--- src/rtl/seg_scan_pkg.sv ---
// rtl/seg_scan_pkg.sv - shared types, constants and digit-field helper for the segment scan controller
package seg_scan_pkg;

    typedef enum logic [1:0] {
        IDLE  = 2'd0,
        SHOW  = 2'd1,
        BLANK = 2'd2
    } scan_state_e;

    localparam int DIGIT_W   = 4;
    localparam int MAX_DIG   = 8;
    localparam int DIG_IDX_W = 3;

    localparam logic [MAX_DIG-1:0] SEL_OFF = '1;

    function automatic logic [DIGIT_W-1:0] digit_field(
        input logic [DIGIT_W*MAX_DIG-1:0] data,
        input logic [DIG_IDX_W-1:0]       idx
    );
        return data[idx*DIGIT_W +: DIGIT_W];
    endfunction

endpackage

--- src/rtl/seg_next_digit.sv ---
// rtl/seg_next_digit.sv - priority finder for the next enabled digit position
module seg_next_digit #(
    parameter int NUM_DIG = 8,
    parameter int IDX_W   = 3
) (
    input  logic [NUM_DIG-1:0] mask,
    input  logic [IDX_W-1:0]   cur,
    input  logic               from_start,
    output logic [IDX_W-1:0]   next_idx,
    output logic               none
);

    // Scan downwards so the lowest qualifying index is the last one written.
    always_comb begin
        next_idx = '0;
        none     = 1'b1;
        for (int i = NUM_DIG - 1; i >= 0; i--) begin
            if (mask[i] && (from_start || (i > int'(cur)))) begin
                next_idx = IDX_W'(i);
                none     = 1'b0;
            end
        end
    end

endmodule

--- src/rtl/seg_scan_ctrl.sv ---
// rtl/seg_scan_ctrl.sv - multiplexed 7-segment scan scheduler; optional digit blink under SEG_SCAN_BLINK_EN
module seg_scan_ctrl
    import seg_scan_pkg::*;
#(
    parameter int NUM_DIG      = 8,
    parameter int DIV          = 12500,
`ifdef SEG_SCAN_BLINK_EN
    parameter int BLINK_FRAMES = 32,
`endif
    parameter int BLANK_CYC    = 16
) (
    input  logic                       CLK,
    input  logic                       RESET,
    input  logic [DIGIT_W*NUM_DIG-1:0] FRAME_DATA,
    input  logic [NUM_DIG-1:0]         FRAME_EN,
    input  logic                       FRAME_VALID,
`ifdef SEG_SCAN_BLINK_EN
    input  logic [NUM_DIG-1:0]         BLINK_MASK,
`endif
    output logic                       FRAME_READY,
    output logic [DIGIT_W-1:0]         DIGIT_VAL,
    output logic [NUM_DIG-1:0]         SEG_SEL,
    output logic                       FRAME_START
);

    localparam int IDX_W   = (NUM_DIG > 1) ? $clog2(NUM_DIG) : 1;
    localparam int CNT_MAX = (DIV > BLANK_CYC) ? DIV : BLANK_CYC;
    localparam int CNT_W   = $clog2(CNT_MAX);
    localparam logic [CNT_W-1:0] SHOW_LAST  = CNT_W'(DIV - 1);
    localparam logic [CNT_W-1:0] BLANK_LAST = CNT_W'(BLANK_CYC - 1);

    scan_state_e                state, state_n;
    logic [IDX_W-1:0]           cur, cur_n;
    logic [CNT_W-1:0]           cnt, cnt_n;
    logic [DIGIT_W*NUM_DIG-1:0] act_data, pend_data;
    logic [NUM_DIG-1:0]         act_mask, pend_mask;
    logic                       ready_q;
    logic                       commit;
    logic                       frame_start_n;
    logic [NUM_DIG-1:0]         seg_sel_n;
    logic [DIGIT_W-1:0]         digit_val_n;
    logic [DIGIT_W*MAX_DIG-1:0] data_wide;
    logic                       dark;

    logic [NUM_DIG-1:0] start_mask;
    logic [IDX_W-1:0]   start_idx, adv_idx;
    logic               start_none, adv_none;

    // A full pending slot is always what the next commit will install.
    assign start_mask = ready_q ? act_mask : pend_mask;

    seg_next_digit #(.NUM_DIG(NUM_DIG), .IDX_W(IDX_W)) u_start (
        .mask       (start_mask),
        .cur        ('0),
        .from_start (1'b1),
        .next_idx   (start_idx),
        .none       (start_none)
    );

    seg_next_digit #(.NUM_DIG(NUM_DIG), .IDX_W(IDX_W)) u_adv (
        .mask       (act_mask),
        .cur        (cur),
        .from_start (1'b0),
        .next_idx   (adv_idx),
        .none       (adv_none)
    );

    always_comb begin
        state_n       = state;
        cur_n         = cur;
        cnt_n         = cnt + CNT_W'(1);
        commit        = 1'b0;
        frame_start_n = 1'b0;
        case (state)
            IDLE: begin
                cnt_n = '0;
                if (!ready_q) begin
                    commit = 1'b1;
                    if (!start_none) begin
                        state_n       = SHOW;
                        cur_n         = start_idx;
                        frame_start_n = 1'b1;
                    end
                end
            end
            SHOW: begin
                if (cnt == SHOW_LAST) begin
                    state_n = BLANK;
                    cnt_n   = '0;
                end
            end
            BLANK: begin
                if (cnt == BLANK_LAST) begin
                    cnt_n = '0;
                    if (!adv_none) begin
                        state_n = SHOW;
                        cur_n   = adv_idx;
                    end else begin
                        commit = !ready_q;
                        if (!start_none) begin
                            state_n       = SHOW;
                            cur_n         = start_idx;
                            frame_start_n = 1'b1;
                        end else begin
                            state_n = IDLE;
                        end
                    end
                end
            end
            default: begin
                state_n = IDLE;
                cnt_n   = '0;
            end
        endcase
    end

    // Outputs are computed from next-state values so they register alongside the state.
    always_comb begin
        seg_sel_n   = SEL_OFF[NUM_DIG-1:0];
        digit_val_n = '0;
        data_wide   = '0;
        data_wide[DIGIT_W*NUM_DIG-1:0] = commit ? pend_data : act_data;
        if (state_n == SHOW) begin
            digit_val_n = digit_field(data_wide, DIG_IDX_W'(cur_n));
            if (!dark) begin
                seg_sel_n[cur_n] = 1'b0;
            end
        end
    end

`ifdef SEG_SCAN_BLINK_EN
    localparam int FC_W = $clog2(2 * BLINK_FRAMES) + 1;

    logic [FC_W-1:0]    fcnt, fcnt_n;
    logic [NUM_DIG-1:0] blink_act, blink_act_n;
    logic               boundary;

    always_comb begin
        boundary    = (state == BLANK) && (cnt == BLANK_LAST) && adv_none;
        fcnt_n      = fcnt;
        if (boundary) begin
            fcnt_n = (fcnt == FC_W'(2 * BLINK_FRAMES - 1)) ? '0 : fcnt + FC_W'(1);
        end
        blink_act_n = commit ? BLINK_MASK : blink_act;
        dark        = (fcnt_n >= FC_W'(BLINK_FRAMES)) && blink_act_n[cur_n];
    end

    always_ff @(posedge CLK) begin
        if (RESET) begin
            fcnt      <= '0;
            blink_act <= '0;
        end else begin
            fcnt      <= fcnt_n;
            blink_act <= blink_act_n;
        end
    end
`else
    assign dark = 1'b0;
`endif

    always_ff @(posedge CLK) begin
        if (RESET) begin
            state       <= IDLE;
            cur         <= '0;
            cnt         <= '0;
            act_data    <= '0;
            act_mask    <= '0;
            pend_data   <= '0;
            pend_mask   <= '0;
            ready_q     <= 1'b1;
            SEG_SEL     <= SEL_OFF[NUM_DIG-1:0];
            DIGIT_VAL   <= '0;
            FRAME_START <= 1'b0;
        end else begin
            state       <= state_n;
            cur         <= cur_n;
            cnt         <= cnt_n;
            SEG_SEL     <= seg_sel_n;
            DIGIT_VAL   <= digit_val_n;
            FRAME_START <= frame_start_n;
            if (commit) begin
                act_data <= pend_data;
                act_mask <= pend_mask;
                ready_q  <= 1'b1;
            end else if (FRAME_VALID && ready_q) begin
                pend_data <= FRAME_DATA;
                pend_mask <= FRAME_EN;
                ready_q   <= 1'b0;
            end
        end
    end

    assign FRAME_READY = ready_q;

endmodule

--- config.mk ---
export PLATFORM = sky130hd
export DESIGN_NAME = seg_scan_ctrl
export DESIGN_NICKNAME = d
export VERILOG_FILES = /design/src/rtl/seg_scan_pkg.sv /design/src/rtl/seg_next_digit.sv /design/src/rtl/seg_scan_ctrl.sv
export SDC_FILE = /design/constraint.sdc
export NUM_CORES = 1
export LEC_CHECK = 0
export ABC_AREA = 1
export BUFFER_PORTS_ARGS = -buffer_cell sky130_fd_sc_hd__buf_4
export CAP_MARGIN = 20
export CORE_MARGIN = 3
export CORE_UTILIZATION = 50
export DETAILED_ROUTE_END_ITERATION = 8
export GPL_ROUTABILITY_DRIVEN = 1
export PLACE_DENSITY = 0.7
export SYNTH_ARGS = -nofsm -noshare
export SYNTH_HDL_FRONTEND = slang
export SYNTH_SLANG_ARGS = --single-unit
--- constraint.sdc ---
create_clock -name CLK -period 2.22 [get_ports CLK]
set_input_delay 0.666 -clock CLK [delete_from_list [all_inputs] [get_ports CLK]]
set_output_delay 0.666 -clock CLK [all_outputs]
set_load 0.01 [all_outputs]
* Yosys cells after proc, flatten, opt, wreduce, memory -nomap -nowiden *
Cells that the tools add are included.

word-level totals
  register bits after elaboration = 113
  output and inout port bits = 14
  word-level logic and storage cells = 102

cells by class
  add/subtract/negate cells = 1
  magnitude comparators = 9
  eq/ne operators = 5
  shift-type cells = 1
  multiplexer cells = 58
  bitwise operators = 3
  reductions and logical operators = 14

operators with widths
  kind                     count
  $mux W3                  19
  $mux W32                 1
  $shiftx A32 B6 Y4        1
  $mux W14                 2
  $pmux W14 S2             1
  $mux W1                  25
  $add A14 B1 Y14 const B  1
  $eq A14 B14 Y1 const B   1
  $eq A14 B4 Y1 const B    1
  $gt A3 B3 Y1 const A     4
  $logic_and A1 B1 Y1      9
  $mux W2                  4
  $mux W8                  1
  $not A8 Y8               1
  $gt A2 B3 Y1 const A     2
  $pmux W2 S3              1
  $pmux W3 S2              1
  $eq A2 B1 Y1 const B     2
  $lt A3 B4 Y1 const B     1
  $pmux W1 S2              2
  $reduce_or A2 Y1         2
  $demux W1 S3             1
  $ge A3 B1 Y1 const B     1
  $gt A1 B3 Y1 const A     1
  5 further kinds          6

* Longest topological paths before layout *
Gate-level depths: netlist of the first run.

  depth in word-level cells = 18
  depth in mapped cells = 19
  mapped depth without buffers = 17

* Cells and area by module *
From an unflattened synthesis of the first run, not the netlist that was laid out.

second synthesis, totals
  cells, all modules = 804
  area total of the unflattened synthesis = 5341.4 sq um

modules (own cells, without submodules)
  module          times used  cells each  area an instance (sq um)  sequential area each (sq um)
  seg_scan_ctrl   1           716         4943.5                    2262.2
  seg_next_digit  2           44          198.9                     0.0

* Worst setup path after synthesis of the first run *
Ideal clock, no wire load.

  path kind = register -> register
  start = register cnt[0]
  end = register DIGIT_VAL[2]
  library setup time = 0.120 ns
  arrival time = 1.885 ns
  required time = 2.100 ns
  path slack = 0.215 ns
  cell stages (with the launch flop) = 16
  path buffers = 1
  clock period less this slack = 2.005 ns
  cells stage by stage = dfxtp_1 -> ha_1 -> nand3_1 -> nor2_1 -> nand2_2 -> nor2_4 -> nand2_2 -> nand2_4 -> nand2_4 -> buf_6 -> o21ai_1 -> nand2_1 -> nand3_1 -> nand2_1 -> nor2_1 -> nor2_1

between the ends
  word-level cells in the longest chain between the ends = 6
  elaborated cells between the ends (all ways) = 14
  those cells by class = eq/ne: 3; shift: 1; mux: 8; bitwise: 1; reduce/logical: 1

ends and longest elaborated chain
  what                                              RTL line              text
  from (decl)                                       seg_scan_ctrl.sv:34   logic [CNT_W-1:0] cnt, cnt_n;
  from (signal assigned)                            seg_scan_ctrl.sv:177  cnt <= cnt_n;
  branches (longest 6 deep; another with $mux W32)  -
  to (signal assigned)                              seg_scan_ctrl.sv:179  DIGIT_VAL <= digit_val_n;
  to (decl)                                         seg_scan_ctrl.sv:21   output logic [DIGIT_W-1:0] DIGIT_VAL,

Parallel ways; which one is timed is not known.
A chain may end at the register's enable or synchronous reset.

* Final worst setup path of the first run *
  start = register ready_q, in the netlist FRAME_READY
  end = register DIGIT_VAL[3]

between the ends
  word-level cells in the longest chain between the ends = 16
  elaborated cells between the ends (all ways) = 38
  those cells by class = eq/ne: 1; shift: 1; mux: 33; bitwise: 1; reduce/logical: 2

ends and longest elaborated chain
  what                                              RTL line              text
  from (decl)                                       seg_scan_ctrl.sv:37   logic ready_q;
  from (signal assigned)                            seg_scan_ctrl.sv:170  ready_q <= 1'b1;
  from (signal assigned)                            seg_scan_ctrl.sv:184  ready_q <= 1'b1;
  from (signal assigned)                            seg_scan_ctrl.sv:188  ready_q <= 1'b0;
  branches (longest 16 deep; another with $mux W8)  -

Parallel ways; which one is timed is not known.

==> flow_summary.json, run 1 <==
{
  "outcome": "complete, no violations",
  "htree_levels": 4,
  "synth_common_cells": "162 x nand2_1, 113 x dfxtp_1, 110 x nor2_1",
  "fin_area_um2": 6910,
  "rr_startpoint": "FRAME_READY$_SDFFE_PP1P_",
  "drt_iter0_drc": 310,
  "powerDensity_nw_per_um2": 1010,
  "maxCapViolations": 0,
  "synth_top_area_share_pct": 43.1,
  "top_usage_layer": "met2",
  "wl_per_cell_um": 13.6,
  "grt_pass1_vias": 4336,
  "start_util_pct": 52.5,
  "syn_area_um2": 5250,
  "crit_chain": "buf_12 -> inv_16 -> nand2_1 -> nand2_2 -> nand2_4 -> nor2_4 -> nand3_2 -> nand2_1 -> nand2_1 -> a21oi_2 -> nand2_4 -> nand2_4 -> nor2_4 -> buf_4 -> nand2_1 -> nand2_1 -> nor2_1 -> nor2_1",
  "synthXorXnorAreaFrac_pct": 1.00,
  "synth_seq_cells": 113,
  "grt_pass1_wl_mm": 20.1,
  "cts_hold_buf": 0,
  "synth_cell_types": 38,
  "finalCritPeriodShare_pct": 98.6,
  "hold_viol": 0,
  "track_usage_pct": 22.0,
  "clk_latency_ns": 0.53,
  "drt_pass1_iterations": 5,
  "reg2reg_depth": 18,
  "r2r_end": "DIGIT_VAL[3]$_SDFF_PP0_",
  "die_w_um": 108,
  "final_max_slew_viol_count": 0,
  "drive_gt1_share_pct": 25.2,
  "worst_hold_path.num_cells": 3,
  "grt_antenna_before_repair": 0,
  "num_rows": 36,
  "clockPowerShare_pct": 40.5,
  "grt_max_degree": 54,
  "path_depth": 18,
  "synthMuxAreaShare_pct": 0,
  "critPathArrivalTime_ns": 2.62,
  "yosysMostFrequentCell": "nand2_1",
  "synth_nets": 786,
  "cts_tree": "done",
  "required_ns": 2.65,
  "synth_ff_type": "dfxtp_1",
  "cp_max_fo": 6,
  "worstSetupPathType": "reg -> reg",
  "worst_slew_pin_slew_ns": 0.698,
  "grt_overflow": 0,
  "switching_share_pct": 30.4,
  "die-height_um": 108,
  "fin_nets": 873,
  "core_area_um2": 10000,
  "final_util_pct": 69.1,
  "cts.sinks": 113,
  "slew_headroom_pct": 53.4,
  "area_delta_synth_final_pct": 31.5,
  "via_count": 4963,
  "met3_usage_pct": 6.69,
  "yosys_warnings": 0,
  "max_freq_mhz": 457,
  "finalSetupTns_ns": 0,
  "path_common_cell": "nand2_1",
  "p_leak_uw": 0.00314,
  "crit_end": "DIGIT_VAL[3]$_SDFF_PP0_",
  "setup_viol": 0,
  "fin_skew_ns": 0.00811,
  "p_comb_share_pct": 26.3,
  "synthAdderAreaFrac_pct": 1.19,
  "synth.area.top_cells": "dfxtp_1 43%, nand2_1 12%, nor2_1 7.9%",
  "clk_pin_slew_ns": 0.06,
  "synth_top_family_by_area": "simple AND/OR/NAND/NOR gates",
  "ir_worst_vdd_v": 0.000616,
  "wl_mm": 13.2,
  "cp_top_family": "simple AND/OR/NAND/NOR gates",
  "synth_edf_count": 0,
  "yosysSeqAreaShare_pct": 43.1,
  "p_int_uw": 4850,
  "route.detailed.drc": 0,
  "numPortBuffers": 56,
  "grtUsageMet1_pct": 29.9,
  "synth_compound_gate_area_share_pct": 12.6,
  "synth_cells": 738,
  "antenna_left": 0,
  "dieArea_um2": 11800,
  "startpoint_type": "register",
  "root_buffer": "clkbuf_8",
  "via_per_inst": 5.11,
  "place_area_um2": 5820,
  "period_minus_slack_ns": 2.19,
  "timing.hold.ws_ns": 0.385,
  "antenna_cells": 0,
  "hp-class": "in -> reg",
  "p_sw_uw": 2120,
  "clk_path_buf_depth": 2,
  "slowest_delay_ns": 0.37,
  "place.gp.congestion": 0.845,
  "numCtsBuffers": 17,
  "cp-startpoint": "FRAME_READY$_SDFFE_PP1P_",
  "finalPower_uw": 6970,
  "rsz0062_at_grt": "yes",
  "ios": 57,
  "synth-simple-area-share_pct": 31.8,
  "cp.buffers_inverters": 3,
  "grt_util_met2_pct": 33.4,
  "avgSynthCellArea_um2": 7.12,
  "yosys.area.top_type": "dfxtp_1",
  "cp-end-kind": "register",
  "place_hpwl_mm": 8.69,
  "seqPwrFrac_pct": 33.2,
  "slowest_stage": "dfxtp_4",
  "async_flop_share_pct": 0,
  "ff2ff_setup_slack_ns": 0.03
}
[state kept, by name (all words and copies together) (netlist names), 2 cells and up]
name,count
act_data,32
act_mask,8
SEG_SEL,8
DIGIT_VAL,4
state,2
cnt,14
cur,3
pend_data,32
pend_mask,8
[power groups by stage]
stage | combinational, µW | sequential [µW] | clock [µW]
2_1_floorplan | 1080 | 2330 | 0
3_3_place_gp | 1410 | 2340 | 0
3_5_place_dp | 1430 | 2340 | 0
4_1_cts | 1460 | 2300 | 2860
5_1_grt | 2030 | 2330 | 2970
6_report | 1830 | 2310 | 2820
[metrics by stage]
stage / cells / setup slack, ns
finish: 971 / 0.0309
CTS: 948 / 0.00219
detailed placement: 916 / 0.0219
global route: 971 / -0.106
floorplan: 738 / 0.215
global placement: 916 / 0.0601
[final cells by class]
| cell class | instances | area [µm²] |
|---|---|---|
| clock buffers | 22 | 463 |
| fillers | 809 | 3090 |
| multi-input cells | 510 | 2660 |
| flip-flops and latches | 113 | 2270 |
| repair buffers | 98 | 846 |
| repair inverters | 1 | 8.76 |
| inverters | 84 | 334 |
| well taps | 133 | 166 |
| clock inverters | 10 | 156 |
[layer usage]
layer	part of all wire, %	wire (µm)	vias to the layer above
met5	0	0	-
met4	1.9	250	0
met3	6.4	845	29
met2	44	5810	176
met1	48	6280	2236
li1	-	-	2522
[what timing repair did]
item,CTS,global route
endpoints found under the setup margin,2,12
gates resized for setup,2,58
setup buffers,0,18
pin swaps,1,24
hold endpoints to repair,0,0
cloned,0,5
[layout by cell type (no fill, tap or decap), types with 6 or more instances in the layout]
| master | count |
|---|---|
| nor3_1 | 8 |
| dfxtp_1 | 108 |
| nand3_2 | 6 |
| buf_4 | 89 |
| nand3_1 | 53 |
| o21ai_1 | 8 |
| a21oi_1 | 37 |
| nor2_4 | 7 |
| nand2_2 | 15 |
| nor2_1 | 103 |
| inv_1 | 75 |
| nand2_1 | 153 |
| nand2_4 | 8 |
| nor2_2 | 9 |
| inv_2 | 7 |
| o21ai_2 | 11 |
| clkbuf_16 | 19 |
| o21ai_0 | 51 |
[how the worst min path moves through the flow]
stage                                   start                    endpoint  slack (ns)
detailed placement  pend_data[9]$_SDFFE_PP0P_   pend_data[9]$_SDFFE_PP0P_        0.45
global route                   FRAME_DATA[22]  pend_data[22]$_SDFFE_PP0P_        0.37
CTS                            FRAME_DATA[22]  pend_data[22]$_SDFFE_PP0P_        0.37
finish                         FRAME_DATA[22]  pend_data[22]$_SDFFE_PP0P_        0.39
floorplan                   cnt[0]$_SDFF_PP0_           cnt[0]$_SDFF_PP0_        0.42
global placement            cnt[0]$_SDFF_PP0_           cnt[0]$_SDFF_PP0_        0.43
[logic make-up (layout without fill, tap and decap cells)]
family / after synthesis / count (layout)
and+or+nand+nor: 380 / 381
AOI/OAI and AO/OA: 118 / 118
buffers and inverters: 116 / 215
DFF: 113 / 113
xor gates and xnor gates: 6 / 6
adders and majority gates: 5 / 5
[worst register-to-register path, delay by kind of cell (launching register included)]
| family | cells | cell delay (ns) |
|---|---|---|
| DFF | 1 | 0.37 |
| AOI/OAI and AO/OA | 1 | 0.21 |
| buffers and inverters | 3 | 0.34 |
| and+or+nand+nor | 14 | 1.18 |
(Power assumes the default switching activity.)
==> run 2, diff against run 1 <==
Settings changed: CTS_BUF_LIST from default to sky130_fd_sc_hd__clkbuf_4.
==> flow_summary.json, run 2 (synthesis gave the netlist of run 1 again) <==
{
  "p_leak_uw": 0.00294,
  "ios": 57,
  "wl_mm": 12.4,
  "num_rows": 36,
  "hold_viol": 0,
  "grt_max_degree": 54,
  "cts_tree": "done",
  "clk_latency_ns": 0.53,
  "core_area_um2": 10000,
  "worstSetupPathType": "reg -> reg",
  "worst_slew_pin_slew_ns": 0.678,
  "grt_overflow": 0,
  "root_buffer": "clkbuf_4",
  "finalCritPeriodShare_pct": 98.8,
  "powerDensity_nw_per_um2": 878,
  "required_ns": 2.68,
  "fin_area_um2": 6440,
  "top_layer": "met4",
  "fin_skew_ns": 0.0122,
  "fin_nets": 864,
  "antenna_left": 0,
  "track_usage_pct": 21.5,
  "layout_common_cells": "155 x nand2_1, 108 x dfxtp_1, 104 x nor2_1, 83 x buf_4, 77 x inv_1",
  "dieArea_um2": 11800,
  "outcome": "complete, no violations",
  "htree_levels": 4,
  "setup_viol": 0,
  "start_util_pct": 52.5,
  "cts_hold_buf": 0,
  "cp-end-kind": "register",
  "hp-class": "in -> reg",
  "fillers": 883,
  "die-height_um": 108,
  "numPortBuffers": 56,
  "via_count": 4826,
  "timing.hold.ws_ns": 0.381,
  "period_minus_slack_ns": 2.19,
  "max_freq_mhz": 456,
  "slew_headroom_pct": 54.7,
  "grt_antenna_before_repair": 1,
  "wl_per_cell_um": 12.9,
  "dpl.cell_count": 916,
  "startpoint_type": "register",
  "rsz0062_at_grt": "yes",
  "wl_met1_mm": 6.02,
  "place_area_um2": 5820,
  "met2_length_mm": 5.44,
  "die_w_um": 108,
  "met3_length_um": 773,
  "via_per_inst": 5.01,
  "drt_pass1_iterations": 5,
  "maxCapViolations": 0,
  "grt_pass1_vias": 4258,
  "critPathArrivalTime_ns": 2.66,
  "top_regs": "act_data x32, pend_data x32, cnt x14",
  "final_max_slew_viol_count": 0,
  "cp_max_fo": 17,
  "clk_pin_slew_ns": 0.10,
  "numCtsBuffers": 17,
  "place.gp.congestion": 0.845,
  "grt_pass1_wl_mm": 19.8,
  "clk_path_buf_depth": 2,
  "ir_worst_vdd_v": 0.000503,
  "cts.sinks": 113,
  "final_common_cell": "nand2_1",
  "finalSetupTns_ns": 0,
  "drt_iter0_drc": 281,
  "drive_gt1_share_pct": 23.8,
  "area_delta_synth_final_pct": 22.7,
  "place_hpwl_mm": 8.69,
  "route.detailed.drc": 0,
  "final-instance-count-excl-fill": 963
}
run 2: changes by cell type in the layout (fill, tap and decap cells not counted), moves of 3 or more:
cell,before,now
clkinv_1,0,3
o21ai_1,8,5
o21ai_2,11,15
clkbuf_16,19,1
clkbuf_4,0,19
buf_4,89,83
clkbuf_8,4,0
run 2: final cells by class:
cell class,instances,area (µm²),share of cell area [%]
well taps,133,166,2.58
flip-flops and latches,113,2270,35.2
repair buffers,89,743,11.5
clock buffers,19,143,2.21
diodes,1,2.50,0.0388
multi-input cells,511,2620,40.6
inverters,84,334,5.18
clock inverters,13,168,2.60
run 2: stage by stage:
stage | util (%) | setup slack (ns) | total power (µW)
floorplan | - | 0.215 | 3410
finish | 64.5 | 0.0269 | 5660
CTS | 61.4 | 0.0160 | 5440
detailed placement | 58.2 | 0.0219 | 3780
global route | 64.5 | -0.109 | 6020
global placement | 58.2 | 0.0601 | 3740
run 2: timing repair:
| action | 4_1_cts | 5_1_grt |
|---|---|---|
| endpoints found under the hold margin | 0 | 0 |
| resized for setup | 2 | 47 |
| pin swaps | 1 | 17 |
| cloned | 0 | 3 |
| buffers inserted | 0 | 11 |
| setup endpoints to repair | 3 | 12 |
run 2: worst paths after layout:
check / cells past startpoint / slack [ns] / from / to
setup reg to reg: 16 / 0.03 / FRAME_READY$_SDFFE_PP1P_ / DIGIT_VAL[1]$_SDFF_PP0_
hold reg to reg: 1 / 0.43 / cnt[0]$_SDFF_PP0_ / cnt[0]$_SDFF_PP0_
setup / recovery: 16 / 0.03 / FRAME_READY$_SDFFE_PP1P_ / DIGIT_VAL[1]$_SDFF_PP0_
hold / removal: 3 / 0.38 / FRAME_DATA[20] / pend_data[20]$_SDFFE_PP0P_
run 2: critical path: stages (launching register included):
cell,delay (ns)
dfxtp_2,0.34
buf_12,0.15
inv_16,0.07
nand2_1,0.06
nand2_2,0.09
nand2_4,0.07
nor2_4,0.14
nand3_2,0.10
nand2_1,0.09
nand2_1,0.07
a21oi_2,0.21
nand2_4,0.12
a21oi_4,0.24
nand3_1,0.11
nand2_1,0.07
nor2_1,0.04
nor2_1,0.13
run 2: power breakdown:
part	switching [µW]	internal, µW
combinational	1040	659
sequential	92.0	2210
clock	757	900
total	1890	3770
run 2: metal layers:
layer | track usage, % | vias up
li1 | - | 2512
met1 | 30.0 | 2140
met2 | 32.0 | 155
met3 | 6.99 | 19
met4 | 5.59 | 0
met5 | 0 | -
==> run 3, diff against run 2 <==
Settings changed: CORE_UTILIZATION 50 to 40, PLACE_DENSITY 0.7 to default.
==> flow_summary.json, run 3 (synthesis gave the netlist of run 1 again) <==
{
  "outcome": "complete, no violations",
  "start_util_pct": 41.3,
  "dieArea_um2": 14500,
  "critPathArrivalTime_ns": 2.58,
  "clk_latency_ns": 0.55,
  "drt_iter0_drc": 220,
  "final-instance-count-excl-fill": 1007,
  "drt_pass1_iterations": 5,
  "drive_gt1_share_pct": 24.9,
  "setup_viol": 0,
  "rr_startpoint": "FRAME_READY$_SDFFE_PP1P_",
  "p_leak_uw": 0.00303,
  "finalSetupTns_ns": 0,
  "required_ns": 2.67,
  "max_freq_mhz": 468,
  "wl_mm": 12.6,
  "clk_path_buf_depth": 2,
  "place_hpwl_mm": 8.94,
  "grt_overflow": 0,
  "clk_pin_slew_ns": 0.11,
  "reg2reg_depth": 18,
  "grt_pass1_vias": 4334,
  "r2r_end": "DIGIT_VAL[3]$_SDFF_PP0_",
  "fin_nets": 869,
  "hold_viol": 0,
  "root_buffer": "clkbuf_4",
  "numPortBuffers": 56,
  "ff2ff_setup_slack_ns": 0.08,
  "hp-class": "in -> reg",
  "grt_pass1_wl_mm": 20.5,
  "die-height_um": 121,
  "htree_levels": 4,
  "dpl.cell_count": 963,
  "layout_common_cells": "155 x nand2_1, 105 x dfxtp_1, 105 x nor2_1, 87 x buf_4, 77 x inv_1",
  "final_common_cell": "nand2_1",
  "worst_slew_pin_slew_ns": 0.688,
  "period_minus_slack_ns": 2.14,
  "powerDensity_nw_per_um2": 880,
  "area_delta_synth_final_pct": 26.0,
  "pre_cts_ws_ns": 0.0233,
  "fin_skew_ns": 0.0195,
  "wl_met1_mm": 6.28,
  "finalPower_uw": 5820,
  "die_w_um": 121,
  "route.detailed.drc": 0,
  "num_rows": 41,
  "worst_hold_path.num_cells": 3,
  "cts_tree": "done",
  "ios": 57,
  "startpoint_type": "register",
  "top_regs": "act_data x32, pend_data x32, cnt x14",
  "grt_max_degree": 34,
  "rsz0062_at_grt": "yes",
  "antenna_left": 0,
  "holdCritStartpoint": "FRAME_DATA[20]",
  "finalCritPeriodShare_pct": 96.2,
  "grt_antenna_before_repair": 0,
  "via_count": 4760,
  "track_usage_pct": 17.6,
  "numCtsBuffers": 17,
  "final_max_slew_viol_count": 0,
  "cp_max_fo": 16,
  "slew_headroom_pct": 54.1,
  "fin_area_um2": 6620,
  "met2_length_mm": 5.51,
  "maxCapViolations": 0,
  "min_to": "pend_data[20]$_SDFFE_PP0P_",
  "ir_worst_vdd_v": 0.000517,
  "top_layer": "met4",
  "met3_length_um": 622,
  "place_area_um2": 5930,
  "via_per_inst": 4.73,
  "cts.sinks": 113,
  "core_area_um2": 12700,
  "wl_per_cell_um": 12.5,
  "layout_setup_ws_ns": 0.0847,
  "cts_hold_buf": 0,
  "worstSetupPathType": "reg -> reg",
  "place.gp.congestion": 0.826,
  "cp-end-kind": "register"
}
## run 3: cell types whose count changed in the layout (fill, tap and decap cells not counted), sizes merged
cell and delta:
buf +5, bufinv +1, clkinv -1, clkinvlp +1, inv -1
## run 3: final cells by class
type                       instances  area [µm²]
timing repair buffer              94         790
tap                              172         215
fill                            1293        6100
multi-input combinational        511        2670
clock inverter                    13         191
antenna                            1        2.50
clock buffer                      19         143
sequential                       113        2270
inverter                          84         333
## run 3: worst max-delay path, stage by stage (launching register included)
cell      delay (ns)
dfxtp_2         0.34
buf_12          0.15
clkinv_8        0.06
nand2_1         0.06
nand2_2         0.09
nand2_2         0.07
nor2_4          0.13
inv_2           0.05
nor2_4          0.15
nand2_4         0.08
nand3_2         0.09
nand3_4         0.17
buf_12          0.19
nand3_1         0.08
nand2_1         0.06
nand2_1         0.05
nand2_1         0.05
nor2_1          0.09
nor2_1          0.07
## run 3: power breakdown
group / internal, µW / switching (µW) / total, µW
Combinational: 668 / 1040 / 1710
Sequential: 2210 / 99.4 / 2310
Clock: 1010 / 790 / 1800
## run 3: worst max path at each step
stage	startpoint	end	slack, ns	depth (start not counted)
floorplan	cnt[0]$_SDFF_PP0_	DIGIT_VAL[2]$_SDFF_PP0_	0.21	15
global placement	FRAME_READY$_SDFFE_PP1P_	DIGIT_VAL[0]$_SDFF_PP0_	0.04	16
detailed placement	FRAME_READY$_SDFFE_PP1P_	SEG_SEL[7]$_SDFF_PP1_	0.02	15
CTS	cnt[0]$_SDFF_PP0_	DIGIT_VAL[3]$_SDFF_PP0_	0.02	16
global route	cnt[0]$_SDFF_PP0_	DIGIT_VAL[3]$_SDFF_PP0_	-0.05	15
finish	FRAME_READY$_SDFFE_PP1P_	DIGIT_VAL[3]$_SDFF_PP0_	0.08	18
## run 3: stage by stage
stage / utilization (%) / hold slack, ns
final: 52.0 / 0.380
after global routing: 52.0 / 0.370
after CTS: 49.6 / 0.346
after detailed placement: 46.6 / 0.459
after global placement: 46.6 / 0.429
after floorplan: - / 0.418
## run 3: timing repair
| action | CTS | global route |
|---|---|---|
| pin swaps | 2 | 19 |
| buffers inserted | 1 | 7 |
| hold endpoints to repair | 0 | 0 |
| cloned | 0 | 3 |
| resized for setup | 8 | 53 |
| setup endpoints to repair | 7 | 19 |
## run 3: metal layers
metal	track usage, %	up-vias
met1	25.0	2120
met3	4.82	13
met4	6.16	0
li1	-	2521
met5	0	-
met2	25.7	106
